File: src/rtl/writeback_regfile_if.sv
// Writeback bus between the MEM/WB register, the decode read ports and the register file.
// The master modport is the pipeline side; the slave modport is writeback_regfile.
interface writeback_regfile_if #(
  parameter int DATA_W = 32
);
  logic              valid_w;
  logic              reg_write_w;
  logic [1:0]        result_src_w;
  logic [4:0]        rd_w;
  logic [DATA_W-1:0] alu_result_w;
  logic [DATA_W-1:0] read_data_w;
  logic [DATA_W-1:0] pc_plus_4_w;
  logic [4:0]        rs1_d;
  logic [4:0]        rs2_d;
  logic [DATA_W-1:0] rd1_d;
  logic [DATA_W-1:0] rd2_d;
  logic [DATA_W-1:0] result_w;

  modport master (
    output valid_w, reg_write_w, result_src_w, rd_w,
    output alu_result_w, read_data_w, pc_plus_4_w,
    output rs1_d, rs2_d,
    input  rd1_d, rd2_d, result_w
  );

  modport slave (
    input  valid_w, reg_write_w, result_src_w, rd_w,
    input  alu_result_w, read_data_w, pc_plus_4_w,
    input  rs1_d, rs2_d,
    output rd1_d, rd2_d, result_w
  );
endinterface

File: src/rtl/writeback_regfile.sv
// Writeback stage: result select, 32x32 integer register file with two async read ports,
// retired-instruction counter. Define WB_BYPASS_EN for write-first (bypassed) read ports.
module writeback_regfile #(
  parameter int DATA_W = 32,
  parameter int CNT_W  = 64
) (
  input  logic                clk,
  input  logic                rst_n,
  writeback_regfile_if.slave  wb,
  output logic [CNT_W-1:0]    instret
);

  logic [DATA_W-1:0] regs [32];
  logic [DATA_W-1:0] result;
  logic              commit;

  always_comb begin
    result = wb.alu_result_w;
    case (wb.result_src_w)
      2'b01:   result = wb.read_data_w;
      2'b10:   result = wb.pc_plus_4_w;
      default: result = wb.alu_result_w;
    endcase
  end

  assign wb.result_w = result;
  assign commit = rst_n & wb.valid_w & wb.reg_write_w & (wb.rd_w != 5'd0);

  // Entry 0 is only ever cleared; the read muxes below force x0 to zero regardless.
  always_ff @(posedge clk) begin
    if (!rst_n) begin
      for (int i = 0; i < 32; i++) begin
        regs[i] <= '0;
      end
    end else if (commit) begin
      regs[wb.rd_w] <= result;
    end
  end

  always_ff @(posedge clk) begin
    if (!rst_n) begin
      instret <= '0;
    end else if (wb.valid_w) begin
      instret <= instret + CNT_W'(1);
    end
  end

  always_comb begin
    wb.rd1_d = regs[wb.rs1_d];
`ifdef WB_BYPASS_EN
    if (commit && (wb.rs1_d == wb.rd_w)) begin
      wb.rd1_d = result;
    end
`endif
    if (!rst_n || (wb.rs1_d == 5'd0)) begin
      wb.rd1_d = '0;
    end
  end

  always_comb begin
    wb.rd2_d = regs[wb.rs2_d];
`ifdef WB_BYPASS_EN
    if (commit && (wb.rs2_d == wb.rd_w)) begin
      wb.rd2_d = result;
    end
`endif
    if (!rst_n || (wb.rs2_d == 5'd0)) begin
      wb.rd2_d = '0;
    end
  end

endmodule
File: src/flat_wrapper.sv
// flat-port wrapper written by rule: the top's interface ports become plain ports
module writeback_regfile_flat 
#(
  parameter int DATA_W = 32,
  parameter int CNT_W  = 64
)
  (clk, rst_n, instret, wb_valid_w, wb_reg_write_w, wb_result_src_w, wb_rd_w, wb_alu_result_w, wb_read_data_w, wb_pc_plus_4_w, wb_rs1_d, wb_rs2_d, wb_rd1_d, wb_rd2_d, wb_result_w);
  writeback_regfile_if #(.DATA_W(DATA_W)) wb_i ();
  input  logic clk;
  input  logic rst_n;
  output logic [CNT_W-1:0] instret;
  input wire logic [$bits(wb_i.valid_w)-1:0] wb_valid_w;
  input wire logic [$bits(wb_i.reg_write_w)-1:0] wb_reg_write_w;
  input wire logic [$bits(wb_i.result_src_w)-1:0] wb_result_src_w;
  input wire logic [$bits(wb_i.rd_w)-1:0] wb_rd_w;
  input wire logic [$bits(wb_i.alu_result_w)-1:0] wb_alu_result_w;
  input wire logic [$bits(wb_i.read_data_w)-1:0] wb_read_data_w;
  input wire logic [$bits(wb_i.pc_plus_4_w)-1:0] wb_pc_plus_4_w;
  input wire logic [$bits(wb_i.rs1_d)-1:0] wb_rs1_d;
  input wire logic [$bits(wb_i.rs2_d)-1:0] wb_rs2_d;
  output wire logic [$bits(wb_i.rd1_d)-1:0] wb_rd1_d;
  output wire logic [$bits(wb_i.rd2_d)-1:0] wb_rd2_d;
  output wire logic [$bits(wb_i.result_w)-1:0] wb_result_w;
  assign wb_i.valid_w = wb_valid_w;
  assign wb_i.reg_write_w = wb_reg_write_w;
  assign wb_i.result_src_w = wb_result_src_w;
  assign wb_i.rd_w = wb_rd_w;
  assign wb_i.alu_result_w = wb_alu_result_w;
  assign wb_i.read_data_w = wb_read_data_w;
  assign wb_i.pc_plus_4_w = wb_pc_plus_4_w;
  assign wb_i.rs1_d = wb_rs1_d;
  assign wb_i.rs2_d = wb_rs2_d;
  assign wb_rd1_d = wb_i.rd1_d;
  assign wb_rd2_d = wb_i.rd2_d;
  assign wb_result_w = wb_i.result_w;
  writeback_regfile #(.DATA_W(DATA_W), .CNT_W(CNT_W)) u_core (.clk(clk), .rst_n(rst_n), .wb(wb_i), .instret(instret));
endmodule
File: config.mk
export PLATFORM = sky130hd
export DESIGN_NAME = writeback_regfile_flat
export DESIGN_NICKNAME = d
export VERILOG_FILES = /design/src/rtl/writeback_regfile_if.sv /design/src/rtl/writeback_regfile.sv /design/src/flat_wrapper.sv
export SDC_FILE = /design/constraint.sdc
export NUM_CORES = 2
export LEC_CHECK = 0
export CORE_MARGIN = 2
export CORE_UTILIZATION = 45
export DETAILED_ROUTE_END_ITERATION = 8
export SLEW_MARGIN = 20
export SYNTH_ARGS = -nofsm -noshare
export SYNTH_HDL_FRONTEND = slang
export SYNTH_SLANG_ARGS = --single-unit
File: constraint.sdc
create_clock -name clk -period 6.75 [get_ports clk]
set_input_delay 1.35 -clock clk [delete_from_list [all_inputs] [get_ports clk]]
set_output_delay 1.35 -clock clk [all_outputs]
set_load 0.02 [all_outputs]
==> metrics.txt <==
startpoint types primary input; initial core utilization between 40% and 50%; CTS Buf Count around 120; final hold vios 0; Final setup viols 0; register area share after synthesis roughly three fifths; Final Util 53.0%; CP max stage delay roughly 0.56 ns; Max Fclk between 150 and 200 MHz; most frequent CP cell buf_4; CTS tree yes; crit path time final 6.25 ns; Max IR drop VDD between 150 and 200 µV; GRT met1 Usage between 40% and 50%; Synth Flop Type edfxtp_1; Post-synth EDFFs a little over 1000; largest net degree at the start of global routing 73; Core Rows 128; Wirelength per Cell ~34 µm; critical path type primary input to primary output; final worst-path setup slack 0.495 ns; Worst Hold Class register to register; Post-synth ARST share 0%; worst-path fanout max 40; max cap viols 0; clk_skew roughly 0.008 ns; CTS sink cnt 1088; cells along the critical path buf_8 > buf_4 > buf_4 > mux4_2 > a211o_1 > a222oi_1 > o21ai_0 > buf_4 > clkdlybuf4s50_1; Final ANT Viol Nets 0; clk buf depth 3; global route overflow 0; family with the most delay on the worst path buffers and inverters; CTS Root Cell clkbuf_16; Area Overhead vs Synth 17.1%; final setup TNS 0 ns; Yosys cell types 48; Core ar. 0.122 mm²; # hold bufs at CTS 0; syn avg cell area 13.6 µm²; die area about 0.13 mm²; GR Util met3 around 7.3%; pwr/cell area around 260 mW/mm²; antenna violations before repair 11; First-pass DRT Iterations 8; GRT Overall Usage 32.0%; GR Util met2 48.9%; GR peak layer met2; placed cell count between 5000 and 6000; slew margin rel. about a quarter; nets@finish approximately 4400; via/cell ratio approximately 6.6; Ys Warns 0; Final GP Congestion 0.884; layout cells sized above 1 a little under a quarter; Placement Setup Slack between 0.4 and 0.5 ns; post-cts resize count 0; drt initial violations between 5000 and 6000; chip width between 300 and 400 µm; P_leak about 0.022 µW; WP data required 5.40 ns; DRC viols 0; clk_lat worst skew 0.70 ns; Post-DP HPWL roughly 130 mm; Filler Cell Count approximately 10000; nature of the critical path endpoint primary output; crit path DAT ~5 ns; io pins 277; number of global-route vias before repair 39100; #FFs+latches synth between 1000 and 1500; Post-CTS Setup Bufs 0; Final Max Tran Viols 0; Via Count slightly below 40000; Bufs and invs on worst path 5; final std cells w/o fill between 5000 and 6000; global-route wire length before repair 286 mm; Slowest cell on crit path mux4_2; clock-pin slew on the worst setup and hold paths about 0.06 ns; WL final roughly 200 mm; Final Cycle Share roughly 93%; worst-margin pin slew around 1.1 ns; status completed; Syn Std Cell Area about 0.055 mm²; H-tree levels 3; die height around 350 µm; Port Buffers between 200 and 300; synthesized instance count 4041; RSZ-0062 raised after global routing no
## cells in the final DEF (no fill, tap or decap), drive strengths merged, types with 21 or more instances in the layout
master,instances
nor2,1075
edfxtp,1024
mux4,469
clkdlybuf4s50,265
buf,227
clkbuf,148
a21oi,147
mux2i,110
o21ai,98
a22oi,96
nand2,86
dfxtp,64
mux2,63
clkinv,48
inv,44
a221oi,42
conb,32
nand3,32
a22o,31
nand4,23
o22ai,22
or3,21
## worst min-delay path, stage by stage, from the launching register on
cell,delay [ns]
dfxtp_1,0.33
o31ai_1,0.07
a21oi_1,0.06
## worst paths after layout
| kind | to | slack [ns] | start | cells after the start |
|---|---|---|---|---|
| worst max register to register | u_core.instret[62]$_SDFFE_PN0P_ | 3.92 | u_core.instret[42]$_SDFFE_PN0P_ | 5 |
| worst max-delay path | wb_rd1_d[12] | 0.50 | wb_rs1_d[0] | 9 |
| worst min-delay path | u_core.instret[63]$_SDFFE_PN0P_ | 0.50 | u_core.instret[63]$_SDFFE_PN0P_ | 2 |
| worst min register to register | u_core.instret[63]$_SDFFE_PN0P_ | 0.50 | u_core.instret[63]$_SDFFE_PN0P_ | 2 |
## sequential cells by signal, summed over array words and instances, names as in the netlist
register and cells:
u_core.instret 64, u_core.regs 1024
## cell type report
type                    count  area, µm²  area share, %
inverters                  43        164          0.254
multi-input cells        2527      22000           34.0
clock buffers             146       3130           4.85
flip-flops and latches   1088      32000           49.6
clock inverters            65        638          0.988
diodes                      3       7.51         0.0116
repair buffers            494       4590           7.10
well taps                1625       2030           3.15
## kinds of logic after synthesis
kind of cell / after synthesis / synth area share (%)
AOI/OAI and AO/OA: 500 / 5.89
xor gates and xnor gates: 31 / 0.493
adders and majority gates: 3 / 0.0681
buffers and inverters: 457 / 3.26
DFF: 1088 / 58.1
muxes: 642 / 22.5
other: 1 / 0.00680
and+or+nand+nor: 1319 / 9.71
## Yosys cell counts, types with 12 or more instances
cell type     n  share of area (%)
or3_1        19               0.22
dfxtp_1      64                2.3
o21ai_0      98               0.89
buf_2        54               0.49
mux2_2       63                1.3
mux2i_1     110                2.0
nor2_1     1075                7.3
xnor2_1      18               0.29
nand3_1      32               0.29
xor2_1       13               0.21
and3_1       12               0.14
o22ai_1      22               0.25
nand4_1      22               0.25
a21oi_1     147                1.3
buf_1        32               0.22
a22oi_1      96                1.3
a22o_1       31               0.49
mux4_2      469                 19
clkbuf_1    326                2.2
inv_1        43               0.29
a221oi_1     42               0.67
nand2_1      86               0.59
edfxtp_1   1024                 56
nor3_1       14               0.13
## metal layers
metal / up-vias / wire length (µm)
met1: 20400 / 75800
met4: 10 / 10700
met5: - / 52
met3: 472 / 24400
met2: 2927 / 91700
li1: 15900 / -
## report_power, final
part           total [µW]  internal [µW]  switching (µW)  leakage (µW)
combinational        2300            908            1390       0.00954
sequential           7880           7710             170        0.0103
clock                6450           3750            2710       0.00186
total               16600          12400            4270        0.0217
## metrics by stage
stage / hold WS [ns] / area (µm²) / power (µW)
floorplan: 0.551 / 55200 / 9240
global placement: 0.480 / 60800 / 10300
detailed placement: 0.490 / 60800 / 10300
CTS: 0.503 / 64600 / 16600
global route: 0.532 / 64600 / 17000
finish: 0.503 / 64600 / 16600
(Power assumes the default switching activity.)
